$ cat src/rtl/bcd_timekeeper.sv
// bcd_timekeeper: BCD time-of-day keeper with validated load, per-field adjust, 12/24 h display, day and alarm strobes
module bcd_timekeeper #(
   parameter logic [7:0] RESET_HH  = 8'h16,
   parameter logic [7:0] RESET_MM  = 8'h25,
   parameter logic [7:0] RESET_SS  = 8'h00,
   parameter int         HAS_ALARM = 1
) (
   input  logic       clk,
   input  logic       rst,
   input  logic       tick_1hz,
   input  logic       set_en,
   input  logic       set_load,
   input  logic [7:0] set_hh,
   input  logic [7:0] set_mm,
   input  logic [7:0] set_ss,
   input  logic       adj_inc,
   input  logic [1:0] adj_sel,
   input  logic       mode_12h,
   input  logic       alarm_en,
   input  logic [7:0] alarm_hh,
   input  logic [7:0] alarm_mm,
   output logic [7:0] hh,
   output logic [7:0] mm,
   output logic [7:0] ss,
   output logic [7:0] disp_hh,
   output logic       pm,
   output logic       day_tick,
   output logic       alarm_hit,
   output logic       load_err
);
   logic [7:0] hh_q, hh_d, mm_q, mm_d, ss_q, ss_d, sub12;
   logic       day_q, day_d, alarm_q, alarm_d, err_q, err_d;
   logic       ld_ok, do_adj, do_cnt, c_ss, c_mm;

   function automatic logic [7:0] inc_bcd(input logic [7:0] v, input logic [7:0] top);
      return (v == top) ? 8'h00 : (v[3:0] == 4'd9) ? {v[7:4] + 4'd1, 4'd0} : {v[7:4], v[3:0] + 4'd1};
   endfunction

   always_comb begin
      ld_ok   = set_hh[3:0] <= 4'd9 && set_mm[3:0] <= 4'd9 && set_ss[3:0] <= 4'd9 &&
                set_hh <= 8'h23 && set_mm[7:4] <= 4'd5 && set_ss[7:4] <= 4'd5;
      do_adj  = set_en && adj_inc && !set_load;
      do_cnt  = tick_1hz && !set_en && !set_load;
      c_ss    = ss_q == 8'h59;
      c_mm    = c_ss && mm_q == 8'h59;
      ss_d    = set_load ? (ld_ok ? set_ss : ss_q) :
                (do_cnt || (do_adj && adj_sel == 2'b00)) ? inc_bcd(ss_q, 8'h59) : ss_q;
      mm_d    = set_load ? (ld_ok ? set_mm : mm_q) :
                ((do_cnt && c_ss) || (do_adj && adj_sel == 2'b01)) ? inc_bcd(mm_q, 8'h59) : mm_q;
      hh_d    = set_load ? (ld_ok ? set_hh : hh_q) :
                ((do_cnt && c_mm) || (do_adj && adj_sel == 2'b10)) ? inc_bcd(hh_q, 8'h23) : hh_q;
      err_d   = set_load && !ld_ok;
      day_d   = do_cnt && c_mm && hh_q == 8'h23;
      // only a count step landing on second 00 can fire, so load/adjust into the alarm time stays silent
      alarm_d = (HAS_ALARM != 0) && do_cnt && c_ss && alarm_en && hh_d == alarm_hh && mm_d == alarm_mm;
   end

   always_ff @(posedge clk) begin
      if (rst) begin
         hh_q    <= RESET_HH;
         mm_q    <= RESET_MM;
         ss_q    <= RESET_SS;
         day_q   <= 1'b0;
         alarm_q <= 1'b0;
         err_q   <= 1'b0;
      end else begin
         hh_q    <= hh_d;
         mm_q    <= mm_d;
         ss_q    <= ss_d;
         day_q   <= day_d;
         alarm_q <= alarm_d;
         err_q   <= err_d;
      end
   end

   // BCD subtract 12 with a borrow from the tens digit when units < 2
   assign sub12     = hh_q[3:0] >= 4'd2 ? {hh_q[7:4] - 4'd1, hh_q[3:0] - 4'd2} : {hh_q[7:4] - 4'd2, hh_q[3:0] + 4'd8};
   assign disp_hh   = !mode_12h ? hh_q : hh_q == 8'h00 ? 8'h12 : hh_q <= 8'h12 ? hh_q : sub12;
   assign pm        = hh_q >= 8'h12;
   assign hh        = hh_q;
   assign mm        = mm_q;
   assign ss        = ss_q;
   assign day_tick  = day_q;
   assign alarm_hit = alarm_q;
   assign load_err  = err_q;
endmodule
$ cat config.mk
export PLATFORM = sky130hd
export DESIGN_NAME = bcd_timekeeper
export DESIGN_NICKNAME = d
export VERILOG_FILES = /design/src/rtl/bcd_timekeeper.sv
export SDC_FILE = /design/constraint.sdc
export NUM_CORES = 1
export LEC_CHECK = 0
export ABC_CLOCK_PERIOD_IN_PS = 2400
export BUFFER_PORTS_ARGS = -buffer_cell sky130_fd_sc_hd__buf_2
export CAP_MARGIN = 25
export CORE_MARGIN = 4
export CORE_UTILIZATION = 47
export CTS_BUF_LIST = sky130_fd_sc_hd__clkbuf_16
export CTS_CLUSTER_SIZE = 25
export DETAILED_ROUTE_END_ITERATION = 8
export GPL_ROUTABILITY_DRIVEN = 1
export PLACE_DENSITY = 0.78
export SYNTH_ARGS = -nofsm -noshare
export SYNTH_HDL_FRONTEND = slang
export SYNTH_SLANG_ARGS = --single-unit
export TNS_END_PERCENT = 5
$ cat constraint.sdc
create_clock -name clk -period 2.4 [get_ports clk]
set_input_delay 0.48 -clock clk [delete_from_list [all_inputs] [get_ports clk]]
set_output_delay 0.48 -clock clk [all_outputs]
set_load 0.005 [all_outputs]
Word level (Yosys, flattened, before mapping)
Cells that the tools add are included.

Add/subtract/negate cells: 10. Multiply operators: 0. Divide/modulo/power cells: 0. Magnitude comparators: 9. Equality and inequality tests: 11. Shift-type cells: 0. Multiplexer cells: 19. Bitwise operators: 0. Reduce and logical (&&, ||, !) cells: 32.

Operator list (count): 8-bit two-way mux (19); 4-bit by 1-bit adder with 4-bit output, second input constant (6); 1-bit logical AND (20); 8-bit by 7-bit equality test with 1-bit output, second input constant (2); 8-bit equality test (2); 4-bit equality test, second input constant (3); 4-bit <= comparator, second input constant (3); 8-bit by 6-bit equality test with 1-bit output, second input constant (1); 8-bit by 5-bit greater-or-equal comparator with 1-bit output, second input constant (1); 4-bit by 3-bit <= comparator with 1-bit output, second input constant (2); 8-bit by 5-bit <= comparator with 1-bit output, second input constant (1); 8-bit by 6-bit <= comparator with 1-bit output, second input constant (1); 8-bit logical NOT (1); 4-bit by 2-bit subtractor with 4-bit output, second input constant (2); 4-bit adder, second input constant (1); 4-bit by 2-bit greater-or-equal comparator with 1-bit output, second input constant (1); 4-bit by 1-bit subtractor with 4-bit output, second input constant (1); 1-bit logical NOT (3); 1-bit logical OR (3); 3-bit AND reduction (1); 3-bit nonzero test (1); 2-bit by 1-bit equality test with 1-bit output, second input constant (1); 2-bit equality test, second input constant (1); 2-bit logical NOT (1); other kinds (3) (3).

Register bits after elaboration: 27. Bits in latches: 0. RAM bits: 0. Memory bits (read-only): 0. Output and inout bits: 36. Logic and storage cells: 88. Memories kept: 0.

Logic depth before layout (Yosys ltp)
Gate-level depths: netlist of run 1.

Depth in word-level cells: 11. Mapped depth: 11. Mapped depth without buffers: 10.

Worst setup path after synthesis of run 1
Ideal clock, no wire load.

Kind: reg-to-reg. From: reg ss_q[0], in the netlist ss[0]. To: reg alarm_q, in the netlist alarm_hit. Setup time: 0.090 ns. Data arrival time: 2.458 ns. Required time: 2.310 ns. Slack: -0.148 ns. Stages on the path, launching flop included: 11. Path buffers: 1. Cell sequence: dfxtp_1 -> ha_1 -> nor4bb_1 -> buf_4 -> and4_1 -> o21ai_0 -> or3_1 -> mux2i_1 -> xnor2_1 -> o2111ai_1 -> nor4bb_2.

Longest elaborated chain between the ends: 9.

Ends and longest elaborated chain: start: declaration (RTL line 31) `logic [7:0] hh_q, hh_d, mm_q, mm_d, ss_q, ss_d, sub12;`; start signal: assignment (RTL line 69) `ss_q <= ss_d;`; 8-bit by 7-bit equality test with 1-bit output * (RTL line 44) `c_ss = ss_q == 8'h59;`; 1-bit logical AND (RTL line 45) `c_mm = c_ss && mm_q == 8'h59;`; 1-bit logical AND (RTL line 51) `((do_cnt && c_mm) || (do_adj && adj_sel == 2'b10)) ? inc_bcd(hh_q, 8'h23) : hh_q;`; 1-bit logical OR (RTL line 51); 8-bit two-way mux (RTL line 51); 8-bit two-way mux (RTL line 50) `hh_d = set_load ? (ld_ok ? set_hh : hh_q) :`; 8-bit equality test (RTL line 55) `alarm_d = (HAS_ALARM != 0) && do_cnt && c_ss && alarm_en && hh_d == alarm_hh && mm_d == alarm_mm;`; 1-bit logical AND (RTL line 55); 1-bit logical AND * (RTL line 55); end signal: assignment (RTL line 71) `alarm_q <= alarm_d;`; end: declaration (RTL line 32) `logic day_q, day_d, alarm_q, alarm_d, err_q, err_d;`.

Every way passes the cells marked *; elsewhere a longest branch is shown, timed or not. A chain may end at the register's enable or synchronous reset.

Worst setup path in the final report of run 1
From: reg ss_q[1], in the netlist ss[1]. To: reg alarm_q, in the netlist alarm_hit.

The elaborated chain is that of the path after synthesis.

==> impl_results.md, run 1 <==
- Avg WL per Cell: between 15 and 20 microns
- CTS Buf Count: 3
- Initial Utilization: 48.4%
- Placer Congestion: 0.946
- Worst Path Arrival: 2790 ps
- Pins Over Slew Limit: 0
- Hold WC Path Type: reg2reg
- Share of the synthesized area in the top cell type: 20.3%
- Most common cell after layout, fill and taps aside: buf_4
- Pre-Repair DR Iteration Count: 6
- Final #Nets: slightly above 600
- Cells after DPL: approximately 600
- Period utilization: 109%
- Number of global-route vias before repair: 3455
- Number of synthesized flops with an enable pin: 0
- Fin Hold WS: 491 ps
- Yosys reg bits: 27
- Detailed Route WL: 10400 microns
- Worst Max-Slew Pin Slew: approximately 450 ps
- Min cycle time layout: 2630 ps
- Yosys top cell by area: dfxtp_1
- Cells after synthesis: 361
- Multi-input gate area: 0.00221 sq mm
- Vias after detailed routing: between 3000 and 4000
- Max-Cap Viols: 0
- Leakage power: 1.97 nW
- Reg clk slew, reported paths: 80 ps
- Max Freq: 381 MHz
- GR Overflow Total: 0
- Final Setup Violations: 4
- P&R area growth vs syn: 57.5%
- Clk buf depth: 2
- Violated checks: negative setup slack
- RSZ-0062 raised after global routing: yes
- Critical path class: reg2reg
- Netlist cell types: 69
- Seq/Total Area, Yosys: 20.3%
- Startpoint Class: flip-flop
- Core Area: ~0.0055 sq mm
- Layout Utilization: 76.2%
- Mapped Area: about 0.0027 sq mm
- # rows: 27
- Fin cells: around 610
- Element type at the critical path end: flip-flop
- Ys flop type: dfxtp_1
- Routed Antenna Nets: 0
- CTS tree: done
- Number of DRC markers in iteration 0: 365
- Ys async rst share: 0%
- Largest net degree at the start of global routing: 27
- Antenna Cells: 0
- First-pass GRT wire length: 16400 microns
- Commonest non-fill, non-tap cells in the layout: 101 x buf_4, 85 x buf_2, 40 x nand2_1, 39 x nor2_1, 22 x dfxtp_1
- Reg area: 547 sq um
- Sink Count: 27
- Initial antenna violation count: 0
- Die Width: 83.3 microns
- Syn Area/Cell: 7.38 sq um
- Share of post-route cells with drive strength above 1: a little under half
- Total Die Area: 0.00694 sq mm
- Power density cells: 306 mW/mm^2
- Vias per cell: 5.92
- Clk Latency, worst-skew pair: between 200 and 300 ps
- Required @ worst endpoint: approximately 2600 ps
- Worst-case vdd ir drop: 0.297 mV
- Slew HR: 69.8%
- Port bufs: 85
- Fill cell total of the finished layout: between 300 and 400
- Hpwl dp: 7980 microns
- Post-CTS Hold Fix Bufs: 0
- Status: finished with violations
- Syn Nets: 430
- H-tree depth: 1
- GR Util All Layers: 28.2%
- Worst Skew: around 6.4 ps
- Die height: roughly 83 microns
- Critical path peak fanout: 5
- Synth warnings: 0
- Final Hold Vio Count: 0
- DRC violations left: 0
- Largest cells by area after synthesis: dfxtp_1 20%, ha_1 8.9%, nand2_1 6.1%
- CTS Root Buffer Type: clkbuf_16
- Final Worst Setup Slack: -225 ps
- Fin Setup TNS: -364 ps
- I/O pins: between 80 and 90
layout make-up:
class,instances,area share (%)
Multi-Input combinational cell,305,52.6
Timing Repair Buffer,188,29.0
Sequential cell,27,13.0
Tap cell,72,2.15
Clock buffer,3,1.79
Inverter,16,1.43
Clock inverter,1,0.0894
final timing paths:
check,from,depth (start not counted),slack [ps],end
setup / recovery,ss[1],12,-230,alarm_hit
hold / removal,ss[5],2,490,ss[5]
setup reg to reg,ss[1],12,-230,alarm_hit
hold reg to reg,ss[5],2,490,ss[5]
timing repair:
item / CTS / global route
buffers inserted: 2 / 2
pin swaps: 14 / 13
resized for setup: 32 / 15
endpoints found under the setup margin: 6 / 8
cell families after synthesis:
logic type,after synthesis,synth area share [%]
adder cells (fa/ha/maj),19,8.92
multiplexers,7,2.68
flip-flops,27,20.3
AO/OA/AOI/OAI,102,26.0
buffers and inverters,29,4.23
XOR/XNOR,11,3.62
AND/OR/NAND/NOR,166,34.3
stage by stage:
| stage | total power (W) | worst slack, ps | cell area (sq um) |
|---|---|---|---|
| final | 0.00129 | -225 | 4200 |
| after global routing | 0.00134 | -340 | 4200 |
| after CTS | 0.00126 | -163 | 4110 |
| after detailed placement | 0.000859 | -466 | 3890 |
| after global placement | 0.000852 | -220 | 3890 |
| after floorplan | 0.000652 | 13.6 | 2670 |
power breakdown:
part	leakage [nW]	switching, W	internal [W]	total, W
clock network	0.0423	0.000179	0.000224	0.000403
logic	1.71	0.000208	0.000198	0.000406
registers	0.221	0.0000118	0.000465	0.000477
routing by layer:
metal	vias up	wire [microns]	global-route usage, %
li1	1696	-	-
met1	1686	4200	36.2
met2	207	4980	48.5
met3	35	917	4.86
met4	0	280	7.13
met5	-	0	0
synthesized netlist by cell type, drive strengths merged, types with 4 or more instances:
library cell	instances
mux2i	6
a22oi	4
a211oi	7
a21o	4
nand2	43
inv	15
and2	4
nor3	10
or4	4
clkbuf	10
and3	7
xnor2	8
a31oi	6
ha	19
nor2	41
dfxtp	27
o21ai	23
a21oi	25
o31ai	4
nor2b	6
nand4	4
nor4	5
nand3	16
registers in the layout, indices dropped and copies added (netlist names):
name / cells
day_tick: 1
hh: 8
load_err: 1
alarm_hit: 1
mm: 8
ss: 8
worst max-delay path, stage by stage (launching register included):
cell and delay, ps:
dfxtp_2 340, inv_2 40, ha_4 140, nor4bb_4 140
buf_4 160, and4_4 190, buf_6 120, o211ai_1 300
mux2i_1 290, xnor2_1 140, o311a_1 180, nand4_1 130
nor4bb_2 340
No activity file was read; power rests on OpenSTA's default activity.
==> run 2, diff against run 1 <==
==> config.mk (replaced) <==
export PLATFORM = sky130hd
export DESIGN_NAME = bcd_timekeeper
export DESIGN_NICKNAME = d
export VERILOG_FILES = /design/src/rtl/bcd_timekeeper.sv
export SDC_FILE = /design/constraint.sdc
export NUM_CORES = 1
export LEC_CHECK = 0
export ABC_CLOCK_PERIOD_IN_PS = 3300
export BUFFER_PORTS_ARGS = -buffer_cell sky130_fd_sc_hd__buf_2
export CAP_MARGIN = 25
export CORE_MARGIN = 4
export CORE_UTILIZATION = 56
export CTS_BUF_LIST = sky130_fd_sc_hd__clkbuf_8
export CTS_CLUSTER_SIZE = 25
export DETAILED_ROUTE_END_ITERATION = 8
export GPL_ROUTABILITY_DRIVEN = 1
export PLACE_DENSITY = 0.87
export SYNTH_ARGS = -nofsm -noshare
export SYNTH_HDL_FRONTEND = slang
export SYNTH_SLANG_ARGS = --single-unit
export TNS_END_PERCENT = 5
==> constraint.sdc (replaced) <==
create_clock -name clk -period 3.3 [get_ports clk]
set_input_delay 0.66 -clock clk [delete_from_list [all_inputs] [get_ports clk]]
set_output_delay 0.66 -clock clk [all_outputs]
set_load 0.005 [all_outputs]
==> run 2 against run 1 <==
The flow now finishes without violations. Setup slack better by 620 ps. Critical endpoint is now disp_hh[6]. Largest cell class unchanged. Register-to-register slack better by 650 ps. Core utilization down 3.5 points. Clock skew up 1.7 ps. Global-route usage up 0.65 points. Cell area down 22%. Worst hold slack better by 52 ps.
==> impl_results.md, run 2 (synthesized netlist as in run 1, its figures left out) <==
- Placer Congestion: 0.973
- Period utilization: between 80 and 90%
- Hold depth: 2
- Clk buf depth: 2
- Reg clk slew, reported paths: 100 ps
- Fin Hold WS: between 500 and 600 ps
- CTS Buf Count: 3
- WL met1: 3750 microns
- Die height: 77.0 microns
- Total Die Area: 0.00593 sq mm
- Clk Latency, worst-skew pair: 280 ps
- Number of DRC markers in iteration 0: 261
- Worst Path Arrival: 2240 ps
- Hold WC Path Type: reg2reg
- Vias per cell: 6.39
- Worst Max-Slew Pin Slew: 581 ps
- R2R Setup Slk: 420 ps
- H-tree depth: 1
- Critical path class: reg2out
- Die Width: 77.0 microns
- Most common cell after layout, fill and taps aside: buf_2
- Pins Over Slew Limit: 0
- RSZ-0062 raised after global routing: no
- Initial Utilization: 59.6%
- Routed Antenna Nets: 0
- Port bufs: 85
- Metal2 WL: 3950 microns
- Worst Hold Endpoint: ss[7]
- Sink Count: 27
- Initial antenna violation count: 0
- Status: finished, final reports clean
- Worst R2R Start: ss[0]
- Cells after DPL: 499
- Final Hold Vio Count: 0
- DRC violations left: 0
- Power density cells: roughly 230 mW/mm^2
- Max-Cap Viols: 0
- Number of global-route vias before repair: between 3000 and 4000
- Met3 WL: 719 microns
- Max Freq: 345 MHz
- Slew HR: 60.7%
- Min cycle time layout: 2900 ps
- # rows: 24
- GR Overflow Total: 0
- Hpwl dp: slightly below 7000 microns
- Layout Utilization: 72.7%
- Critical path peak fanout: 8
- Worst Skew: 8.07 ps
- Detailed Route WL: 8630 microns
- Design Power: 0.000762 W
- Commonest non-fill, non-tap cells in the layout: 85 x buf_2, 43 x nand2_1, 40 x nor2_1, 26 x dfxtp_1, 25 x a21oi_1
- Worst-case vdd ir drop: 0.185 mV
- Antenna Cells: 0
- First-pass GRT wire length: 14300 microns
- R2r endpoint: alarm_hit
- Reg2reg path depth: 10
- P&R area growth vs syn: 22.1%
- Fin cells: 503
- Top routing layer in use: met4
- Fin Setup TNS: 0 ps
- Avg WL per Cell: 17.2 microns
- Pre-Repair DR Iteration Count: 5
- Post CTS Setup Buffer Count: 0
- Required @ worst endpoint: roughly 2600 ps
- Vias after detailed routing: 3214
- Hold Startpoint: ss[7]
- Core Area: 0.00447 sq mm
- Share of post-route cells with drive strength above 1: 25.9%
- Element type at the critical path end: primary output
- CTS tree: done
- Largest net degree at the start of global routing: 30
- CTS Root Buffer Type: clkbuf_8
- Leakage power: 1.50 nW
- GR Util All Layers: 28.8%
- Final #Nets: between 500 and 600
- Startpoint Class: flip-flop
- Final Setup Violations: 0
- I/O pins: 86
run 2: area by class of cell:
type	instances	area (sq um)
clock inverter	1	3.75
sequential	27	542
multi-input combinational	305	2010
inverter	16	60.1
clock buffer	3	41.3
tap	52	65.1
fill	394	1220
timing repair buffer	99	531
run 2: how the worst max path moves through the flow:
stage,startpoint,end
2_1_floorplan,set_load,alarm_hit
3_3_place_gp,set_mm[1],alarm_hit
3_5_place_dp,set_hh[2],alarm_hit
4_1_cts,hh[1],disp_hh[6]
5_1_grt,hh[5],disp_hh[5]
6_report,hh[5],disp_hh[6]
run 2: critical path: stages (launching register included):
cell and delay, ps:
dfxtp_1 490, inv_1 100, ha_1 200, nand3_1 90, nor2_1 40, o21ai_1 250, nand2_1 230, o21ai_0 200
o21ai_0 100, and2_1 160, buf_2 120
run 2: through the flow:
stage | cell area [sq um] | setup WS, ps
final | 3250 | 398
after global placement | 3210 | 303
after detailed placement | 3210 | 250
after global routing | 3250 | 132
after CTS | 3250 | 180
after floorplan | 2670 | 663
run 2: per-layer routing:
metal / GRT usage [%] / vias to the layer above
met1: 37.9 / 1478
met4: 9.79 / 0
li1: - / 1527
met3: 4.92 / 20
met5: 0 / -
met2: 47.6 / 189
run 2: report_power, final:
group	internal [W]	leakage (nW)	switching, W
combinational	0.0000926	1.25	0.000116
clock	0.0000837	0.0269	0.000112
sequential	0.000338	0.220	0.0000191
total	0.000514	1.50	0.000248
run 2: timing repair:
action / in CTS / in global routing
hold buffers: 0 / 0
gates resized for setup: 0 / 2
setup endpoints to repair: 0 / 4
